File: src/rtl/midi_pkg.sv
// midi_pkg -- constants and helpers shared by the MIDI receive path.
//   ST_*          FSM state encodings used by midi_rx
//   STATUS_MASK   bit that marks a MIDI status byte
//   REALTIME_MIN  lowest system-realtime status value
//   DEFAULT_BAUD  MIDI line rate in bit/s
//   bit_cycles()  clock cycles per serial bit for a given clock and baud
package midi_pkg;

  localparam logic [2:0] ST_WAIT_IDLE = 3'd0;
  localparam logic [2:0] ST_IDLE      = 3'd1;
  localparam logic [2:0] ST_START     = 3'd2;
  localparam logic [2:0] ST_DATA      = 3'd3;
  localparam logic [2:0] ST_STOP      = 3'd4;

  localparam logic [7:0] STATUS_MASK  = 8'h80;
  localparam logic [7:0] REALTIME_MIN = 8'hF8;
  localparam int         DEFAULT_BAUD = 31_250;

  function automatic int bit_cycles(input int clock_hz, input int baud);
    return clock_hz / baud;
  endfunction

endpackage

File: src/rtl/midi_rx_activity_stretch.sv
// activity_stretch -- retriggerable hold timer for activity LEDs.
//   clk      system clock
//   rst      asynchronous active-high reset
//   trigger  reload the hold counter to HOLD this cycle
//   active   high while the hold counter is nonzero (registered)
// A reload always wins over the decrement. The counter saturates at zero.
module activity_stretch #(
  parameter int HOLD = 600_000
) (
  input  logic clk,
  input  logic rst,
  input  logic trigger,
  output logic active
);

  localparam int            CW       = $clog2(HOLD + 1);
  localparam logic [CW-1:0] HOLD_VAL = CW'(HOLD);
  localparam logic [CW-1:0] ONE      = CW'(1);

  logic [CW-1:0] count;

  // NOTE: state is updated with non-blocking assignments so every flop
  // samples pre-edge values regardless of statement order.
  always_ff @(posedge clk or posedge rst) begin
    if (rst) begin
      count  <= '0;
      active <= 1'b0;
    end else if (trigger) begin
      count  <= HOLD_VAL;
      active <= (HOLD_VAL != '0);
    end else if (count != '0) begin
      count  <= count - ONE;
      // active mirrors the post-edge count, so it drops on the same edge
      // that the counter reaches zero.
      active <= (count != ONE);
    end
  end

endmodule

File: src/rtl/midi_rx.sv
// midi_rx -- single-port MIDI serial receiver (8N1, LSB first).
//   clk          system clock
//   rst          asynchronous active-high reset
//   rx           raw MIDI line, idle high, asynchronous to clk
//   data         last good byte, held until the next good byte
//   valid        one-cycle strobe: data is new
//   is_status    qualifies valid: data[7] set
//   is_realtime  qualifies valid: data >= 8'hF8
//   ferr         one-cycle strobe: stop bit sampled low
//   activity     stretched activity flag for the port LED
// Every line sample is taken at the centre of a bit, timed from the first
// low synchronized sample seen in IDLE.
module midi_rx
  import midi_pkg::*;
#(
  parameter int CLOCK    = 12_000_000,
  parameter int BAUD     = DEFAULT_BAUD,
  parameter int ACT_HOLD = 600_000
) (
  input  logic       clk,
  input  logic       rst,
  input  logic       rx,
  output logic [7:0] data,
  output logic       valid,
  output logic       is_status,
  output logic       is_realtime,
  output logic       ferr,
  output logic       activity
);

  localparam int            BIT       = bit_cycles(CLOCK, BAUD);
  localparam int            HALF      = BIT / 2;
  localparam int            TW        = (BIT > 1) ? $clog2(BIT) : 1;
  localparam logic [TW-1:0] BIT_LAST  = TW'(BIT - 1);
  localparam logic [TW-1:0] HALF_LAST = TW'(HALF - 1);

  logic [1:0]    sync;
  logic          rx_s;
  logic [2:0]    state;
  logic [TW-1:0] timer;
  logic [2:0]    bit_idx;
  logic [7:0]    shift;
  logic          start_accept;

  // Synchronizer resets to the idle line level so reset never looks like
  // a start edge.
  always_ff @(posedge clk or posedge rst) begin
    if (rst) sync <= 2'b11;
    else     sync <= {sync[0], rx};
  end

  assign rx_s = sync[1];

  // Start bit still low at its centre: a real frame begins.
  assign start_accept = (state == ST_START) && (timer == HALF_LAST) && !rx_s;

  always_ff @(posedge clk or posedge rst) begin
    if (rst) begin
      state       <= ST_WAIT_IDLE;
      timer       <= '0;
      bit_idx     <= '0;
      shift       <= '0;
      data        <= '0;
      valid       <= 1'b0;
      is_status   <= 1'b0;
      is_realtime <= 1'b0;
      ferr        <= 1'b0;
    end else begin
      valid <= 1'b0;
      ferr  <= 1'b0;
      case (state)
        // Require one full bit time of continuous high before trusting the
        // line, so a reset or break mid-frame cannot misframe.
        ST_WAIT_IDLE: begin
          if (!rx_s) begin
            timer <= '0;
          end else if (timer == BIT_LAST) begin
            timer <= '0;
            state <= ST_IDLE;
          end else begin
            timer <= timer + 1'b1;
          end
        end
        ST_IDLE: begin
          if (!rx_s) begin
            timer <= '0;
            state <= ST_START;
          end
        end
        ST_START: begin
          if (timer == HALF_LAST) begin
            timer   <= '0;
            bit_idx <= '0;
            state   <= rx_s ? ST_IDLE : ST_DATA;
          end else begin
            timer <= timer + 1'b1;
          end
        end
        ST_DATA: begin
          if (timer == BIT_LAST) begin
            timer   <= '0;
            shift   <= {rx_s, shift[7:1]};
            bit_idx <= bit_idx + 1'b1;
            if (bit_idx == 3'd7) state <= ST_STOP;
          end else begin
            timer <= timer + 1'b1;
          end
        end
        ST_STOP: begin
          if (timer == BIT_LAST) begin
            timer <= '0;
            if (rx_s) begin
              valid       <= 1'b1;
              data        <= shift;
              is_status   <= (shift & STATUS_MASK) != 8'h00;
              is_realtime <= (shift >= REALTIME_MIN);
              state       <= ST_IDLE;
            end else begin
              ferr  <= 1'b1;
              state <= ST_WAIT_IDLE;
            end
          end else begin
            timer <= timer + 1'b1;
          end
        end
        default: begin
          timer <= '0;
          state <= ST_WAIT_IDLE;
        end
      endcase
    end
  end

  activity_stretch #(
    .HOLD(ACT_HOLD)
  ) u_activity (
    .clk    (clk),
    .rst    (rst),
    .trigger(start_accept),
    .active (activity)
  );

endmodule

File: config.mk
export PLATFORM = sky130hd
export DESIGN_NAME = midi_rx
export DESIGN_NICKNAME = d
export VERILOG_FILES = /design/src/rtl/midi_pkg.sv /design/src/rtl/midi_rx_activity_stretch.sv /design/src/rtl/midi_rx.sv
export SDC_FILE = /design/constraint.sdc
export NUM_CORES = 1
export LEC_CHECK = 0
export ABC_AREA = 1
export BUFFER_PORTS_ARGS = -buffer_cell sky130_fd_sc_hd__buf_2
export CAP_MARGIN = 20
export CORE_MARGIN = 5
export CORE_UTILIZATION = 35
export CTS_CLUSTER_DIAMETER = 60
export DETAILED_ROUTE_END_ITERATION = 10
export MAX_ROUTING_LAYER = met4
export PLACE_DENSITY = 0.53
export SYNTH_ARGS = -nofsm -noshare
export SYNTH_HDL_FRONTEND = slang
export SYNTH_SLANG_ARGS = --single-unit
File: constraint.sdc
create_clock -name clk -period 2.8 [get_ports clk]
set_clock_uncertainty 0.2 [all_clocks]
set_input_delay 0.56 -clock clk [delete_from_list [all_inputs] [get_ports clk]]
set_output_delay 0.56 -clock clk [all_outputs]
set_load 0.005 [all_outputs]
==> metrics.yaml, run 1 <==
run_status: "finished clean"
setup_viol: 0
mappedNetlistArea_um2: 3028
p_sw_w: 0.0004317
rows: 34
ys_warn_count: 0
required_ns: 2.83
placed_cells: 492
slew_viol_final: 0
grt_use_met3: 0.03721
cts.repair.resized: 0
critical_path_class: "flip-flop to flip-flop"
path_cells: "inv_1, ha_1, nand2_1, nor2_1, nand2_1, a21oi_1, o21ai_0"
rsz0062_at_grt: "false"
p_comb_frac: 0.022
n_fill_cell: 875
grt_use_met2: 0.2136
switching_share: 0.2690
grt_max_degree: 35
syn_avg_cell_area_um2: 8.096
hold_viol: 0
vdd_drop_max_mv: 0.1928
synth_cell_types: 36
cts_sinks: 57
coreArea_um2: 8593
fin_cells: 508
fin_setup_tns_ns: 0
drt_wl_total_um: 6319
post-route-period-util: 0.7150
nets: 404
die_w_um: 103.0
drive_above_1_share: 0.1575
synth_enable_flop_cells: 0
max_freq_ghz: 0.4995
arrival_ns: 2.04
synthCells: 374
period_needed_ns: 2.002
tritoncts: "built"
drcViolationCount: 0
numPortBuffers: 15
cts_buffers: 9
multiInputGateArea_um2: 1351
critPathSlowestCell: "dfrtp_1"
grt_pass1_wl_um: 11020
dieArea_um2: 10610
regArea_um2: 1429
critPathCaptureType: "flip-flop"
syn_to_final_growth_pct: 12.02
yosysSeqAreaShare: 0.4719
cts_setup_buffers: 0
die_h_um: 103.0
wl_per_cell_um: 12.44
pwr-share-seq: 0.519
clkTransAtPathRegs_ns: 0.08
synth_ff_type: "dfrtp_1"
grt_usage: 0.1363
p_leak_nw: 1.886
drtPass1Iterations: 5
ant_nets: 0
top_usage_layer: "met2"
async_flop_share: 1.000
finalPower_w: 0.001605
start_util: 0.3524
hpwlAfterDp_um: 4534
grt_use_met1: 0.1705
worst_pin_slew_ns: 0.5683
powerDensity_nw_per_um2: 473.2
ys_ff_latch: 57
slowest_delay_ns: 0.42
cts_hold_buf: 0
place_area_um2: 3208
cts_root_buf: "clkbuf_8"
clkPwrFrac: 0.459
start_kind: "flip-flop"
crit_top_cell: "nand2_1"
max_slew_margin: 0.6206
design_area_um2: 3392
grt_pass1_vias: 2382
syn-num-nets: 383
cts_max_level: 3
internal-power_w: 0.001173
antennaDiodeCount: 0
grt_overflow: 0
hold_path_class: "input pin to asynchronous set/reset pin"
cts_buffer_depth: 2
ios: 16
drv_cap: 0
antenna_found_initial: 0
insertion_delay_ns: 0.35
via_per_inst: 4.762
cp_max_fo: 7
drtIter0Drc: 73
gp_congestion: 0.8471
dr_total_vias: 2419
[logic make-up after synthesis]
family                   after synthesis  share of synthesized area
flip-flops                            57                     0.4719
AO/OA/AOI/OAI                         43                    0.08678
adder cells (fa/ha/maj)                6                    0.02479
buffers and inverters                 58                    0.08182
AND/OR/NAND/NOR                      203                     0.3145
XOR/XNOR                               7                    0.02025
[flip-flops by register name, indices dropped and copies added (netlist names)]
register,cells
u_activity.count,20
timer,9
data,8
ferr,1
state,3
u_activity.active,1
bit_idx,3
sync,2
shift,8
is_realtime,1
valid,1
[per-stage QoR]
step	worst slack, ns	hold slack (ns)	utilization
floorplan	0.6437	0.1452	-
CTS	0.8173	0.06571	0.3947
finish	0.7980	0.05847	0.3947
detailed placement	0.8350	0.1498	0.3733
global route	0.6492	0.1038	0.3947
global placement	0.8471	0.1486	0.3733
[cell type report]
type,instances,area share
clock buffer,9,0.03652
tap,108,0.03984
inverter,52,0.05828
sequential,57,0.4212
multi-input combinational,259,0.3984
clock inverter,7,0.01771
timing repair buffer,16,0.02803
[cells in the final DEF, fill, tap and decap left out, drive strengths merged]
cell	count
nor3	8
nand3	39
nand3b	3
and2	1
dfrtp	55
or2	1
o22ai	1
dfstp	2
nand4	10
inv	56
o21ai	25
clkinvlp	3
o21bai	3
clkbuf	9
o211ai	3
buf	16
xor2	6
nand2	87
nor2	54
a21o	2
ha	6
xnor2	1
a21oi	9
[synth_stat cells, types with 2 or more instances]
| cell | count | area share |
|---|---|---|
| nor3_4 | 2 | 0.011 |
| inv_2 | 4 | 0.0050 |
| xor2_1 | 6 | 0.017 |
| nor2_4 | 2 | 0.0074 |
| nand4_1 | 9 | 0.019 |
| o21ai_0 | 18 | 0.030 |
| dfrtp_1 | 55 | 0.45 |
| inv_1 | 47 | 0.058 |
| nor2_1 | 49 | 0.061 |
| nor3_1 | 6 | 0.0099 |
| nand2_1 | 83 | 0.10 |
| nand3b_1 | 3 | 0.0074 |
| nand2_2 | 4 | 0.0083 |
| o21bai_1 | 3 | 0.0074 |
| a21oi_1 | 8 | 0.013 |
| nor2_2 | 2 | 0.0041 |
| buf_6 | 3 | 0.011 |
| dfstp_2 | 2 | 0.017 |
| o21ai_2 | 6 | 0.017 |
| nand3_1 | 36 | 0.060 |
| nand3_2 | 3 | 0.0099 |
| ha_1 | 6 | 0.025 |
| a21o_1 | 2 | 0.0050 |
| o211ai_1 | 3 | 0.0074 |
[worst max-delay path: cells and delay by family, from the launching register on]
family	cells	cell delay, ns
and+or+nand+nor	3	0.56
DFF	1	0.42
adders and majority gates	1	0.33
AOI/OAI and AO/OA	2	0.20
buffers and inverters	1	0.18
[power by group through the flow]
stage	Combinational [W]	Clock (W)	Sequential, W
floorplan	0.0000241	0	0.000848
detailed placement	0.0000374	0	0.000849
finish	0.0000355	0.000736	0.000833
global placement	0.0000367	0	0.000849
CTS	0.0000376	0.000764	0.000833
global route	0.0000418	0.000786	0.000834
[per-layer routing]
layer,wire length (µm),up-vias
met5,0,-
met4,88,0
met3,180,8
met2,2981,32
met1,3069,1128
li1,-,1251
[final timing paths]
kind                                     start                   end  slack [ns]  cells past startpoint
hold reg to reg                        sync[0]               sync[1]        0.16                      0
hold / removal                             rst  u_activity.count[16]        0.06                      2
setup reg to reg           u_activity.count[0]  u_activity.count[16]        0.80                      7
setup / recovery           u_activity.count[0]  u_activity.count[16]        0.80                      7
min in group clk                            rx               sync[0]        0.11                      1
max in group asynchronous                  rst               sync[1]        1.68                      3
No activity file was read; power rests on OpenSTA's default activity.
==> run 2, diff against run 1 <==
--- a/config.mk
+++ b/config.mk
@@ -13,7 +13,7 @@
 export CTS_CLUSTER_DIAMETER = 60
 export DETAILED_ROUTE_END_ITERATION = 10
 export MAX_ROUTING_LAYER = met4
-export PLACE_DENSITY = 0.53
+export PLACE_DENSITY = 0.54
 export SYNTH_ARGS = -nofsm -noshare
 export SYNTH_HDL_FRONTEND = slang
 export SYNTH_SLANG_ARGS = --single-unit
==> constraint.sdc (replaced) <==
create_clock -name clk -period 1.7 [get_ports clk]
set_clock_uncertainty 0.2 [all_clocks]
set_input_delay 0.34 -clock clk [delete_from_list [all_inputs] [get_ports clk]]
set_output_delay 0.34 -clock clk [all_outputs]
set_load 0.005 [all_outputs]
==> run 2 against run 1 <==
The flow now finishes with violations (setup timing); utilization rose by 8.4 points; sequential share of layout area fell by 7.3 points; register-to-register slack got worse by 0.81 ns; routed wire length rose by 13%; clock power rose by 83%; non-clock buffer count rose by 60; setup slack got worse by 0.81 ns; first-iteration DRC count fell by 8.2%; largest cell class is now multi-input combinational cells.
==> metrics.yaml, run 2 (synthesis results as in run 1) <==
run_status: "finished with violations"  # was finished clean
violations: "setup timing"
grt_max_degree: 19  # was 35
post-route-period-util: 1.008  # was 0.7150
fin_setup_tns_ns: -0.04394  # was 0 ns
syn_to_final_growth_pct: 35.95  # was 12.02%
place_ws_ns: -0.04659  # was 0.8350 ns
wl_per_cell_um: 12.55  # was 12.44 µm
grt_pass1_wl_um: 11920  # was 11020 µm
placed_cells: 545  # was 492
critPathCaptureType: "flip-flop"  # unchanged
die_h_um: 103.0  # unchanged
cts_root_buf: "clkbuf_8"  # unchanged
hold_viol: 0  # unchanged
antenna_found_initial: 0  # unchanged
gp_congestion: 0.9160  # was 0.8471
ant_nets: 0  # unchanged
clkTransAtPathRegs_ns: 0.07  # was 0.08 ns
drcViolationCount: 0  # unchanged
dieArea_um2: 10610  # unchanged
tritoncts: "built"  # unchanged
whs_ns: 0.1594  # was 0.05847 ns
clkPwrFrac: 0.480  # was 0.459
setup_viol: 5  # was 0
powerDensity_nw_per_um2: 681.5  # was 473.2 nW/µm²
cts_buffers: 9  # unchanged
drtIter0Drc: 67  # was 73
period_needed_ns: 1.714  # was 2.002 ns
n_fill_cell: 848  # was 875
dr_total_vias: 2653  # was 2419
cp_max_fo: 8  # was 7
p_sw_w: 0.0006977  # was 0.0004317 W
critical_path_class: "flip-flop to flip-flop"  # unchanged
via_per_inst: 4.663  # was 4.762
top_register: "u_activity.count"  # unchanged
p_comb_frac: 0.031  # was 0.022
ios: 16  # unchanged
drtPass1Iterations: 4  # was 5
largest_register_ffs: 20  # unchanged
finalPower_w: 0.002805  # was 0.001605 W
slew_viol_final: 0  # unchanged
max_slew_margin: 0.7430  # was 0.6206
switching_share: 0.2487  # was 0.2690
vdd_drop_max_mv: 0.4730  # was 0.1928 mV
insertion_delay_ns: 0.34  # was 0.35 ns
grt_pass1_vias: 2608  # was 2382
arrival_ns: 1.73  # was 2.04 ns
cts_max_level: 3  # unchanged
grt_usage: 0.1483  # was 0.1363
hpwlAfterDp_um: 5117  # was 4534 µm
drive_above_1_share: 0.3666  # was 0.1575
start_kind: "flip-flop"  # unchanged
drt_wl_total_um: 7141  # was 6319 µm
rows: 34  # unchanged
internal-power_w: 0.002108  # was 0.001173 W
numPortBuffers: 15  # unchanged
max_freq_ghz: 0.5835  # was 0.4995 GHz
start_util: 0.3524  # unchanged
required_ns: 1.72  # was 2.83 ns
final_common_cell: "nand2_1"  # unchanged
grt_overflow: 0  # unchanged
fin_cells: 569  # was 508
antennaDiodeCount: 0  # unchanged
final_cell_mix: "nand2_1, buf_4, dfrtp_1"  # was nand2_1, dfrtp_1, nor2_1
rsz0062_at_grt: "true"  # was false
reg_top3: "u_activity.count: 20 flops, timer: 9 flops"  # unchanged
hold_path_class: "flip-flop to flip-flop"  # was input pin to asynchronous set/reset pin
pwr-share-seq: 0.489  # was 0.519
coreArea_um2: 8593  # unchanged
nets: 465  # was 404
cts_buffer_depth: 2  # unchanged
drv_cap: 0  # unchanged
worst_pin_slew_ns: 0.3847  # was 0.5683 ns
p_leak_nw: 2.253  # was 1.886 nW
cts_sinks: 57  # unchanged
worst_slack_ns: -0.01391  # was 0.7980 ns
die_w_um: 103.0  # unchanged
## run 2: cell types whose count changed in the layout (fill, tap and decap cells not counted), sizes merged
| cell | delta |
|---|---|
| buf | +58 |
| bufinv | +1 |
| clkinv | +3 |
| clkinvlp | -2 |
| dlygate4sd3 | +2 |
| inv | -1 |
## run 2: power groups by stage
stage	combinational [W]	sequential, W	clock (W)
2_1_floorplan	0.0000404	0.00140	0
3_3_place_gp	0.0000849	0.00140	0
6_report	0.0000879	0.00137	0.00135
3_5_place_dp	0.0000866	0.00140	0
5_1_grt	0.000103	0.00137	0.00147
4_1_cts	0.0000909	0.00137	0.00140
## run 2: metrics by stage
step	area (µm²)	utilization
after floorplan	3034	-
after detailed placement	3637	0.4233
after CTS	3887	0.4524
after global routing	4116	0.4790
final	4116	0.4790
after global placement	3637	0.4233
## run 2: routing by layer
metal | share of wire | vias to the layer above | GRT usage
met3 | 0.027 | 9 | 0.04533
li1 | - | 1372 | -
met1 | 0.47 | 1247 | 0.1848
met2 | 0.49 | 25 | 0.2294
met4 | 0.014 | 0 | 0.04980
met5 | 0 | - | -
## run 2: final cells by class
type	count	area, µm²	area share
timing repair buffer	76	595.6	0.1447
inverter	52	211.5	0.05137
sequential	57	1433	0.3480
multi-input combinational	259	1521	0.3696
clock inverter	7	85.08	0.02067
timing repair inverter	1	11.26	0.002736
tap	108	135.1	0.03283
clock buffer	9	123.9	0.03009
## run 2: path summary, 6_finish.rpt
check                           cells after the start    start              endpoint  slack [ns]
worst max-delay path                                6  sync[1]  u_activity.count[18]       -0.01
worst min-delay path                                0  sync[0]               sync[1]        0.16
worst max register to register                      6  sync[1]  u_activity.count[18]       -0.01
worst min register to register                      0  sync[0]               sync[1]        0.16
max in group asynchronous                           4      rst               sync[1]        0.43
min in group asynchronous                           3      rst               data[4]        0.34
## run 2: worst max-delay path, stage by stage (launching register included)
cell     delay, ns
dfstp_2       0.61
inv_1         0.10
nand2_2       0.15
nor2_8        0.07
buf_12        0.14
nor2_4        0.26
nor2_1        0.07
## run 2: timing repair
action | 4_1_cts | 5_1_grt
pin swaps | 2 | 12
hold buffers | 2 | 0
gates resized for setup | 8 | 56
endpoints found under the hold margin | 11 | 0
setup buffers | 0 | 5
gates cloned | 0 | 1
setup endpoints to repair | 13 | 51
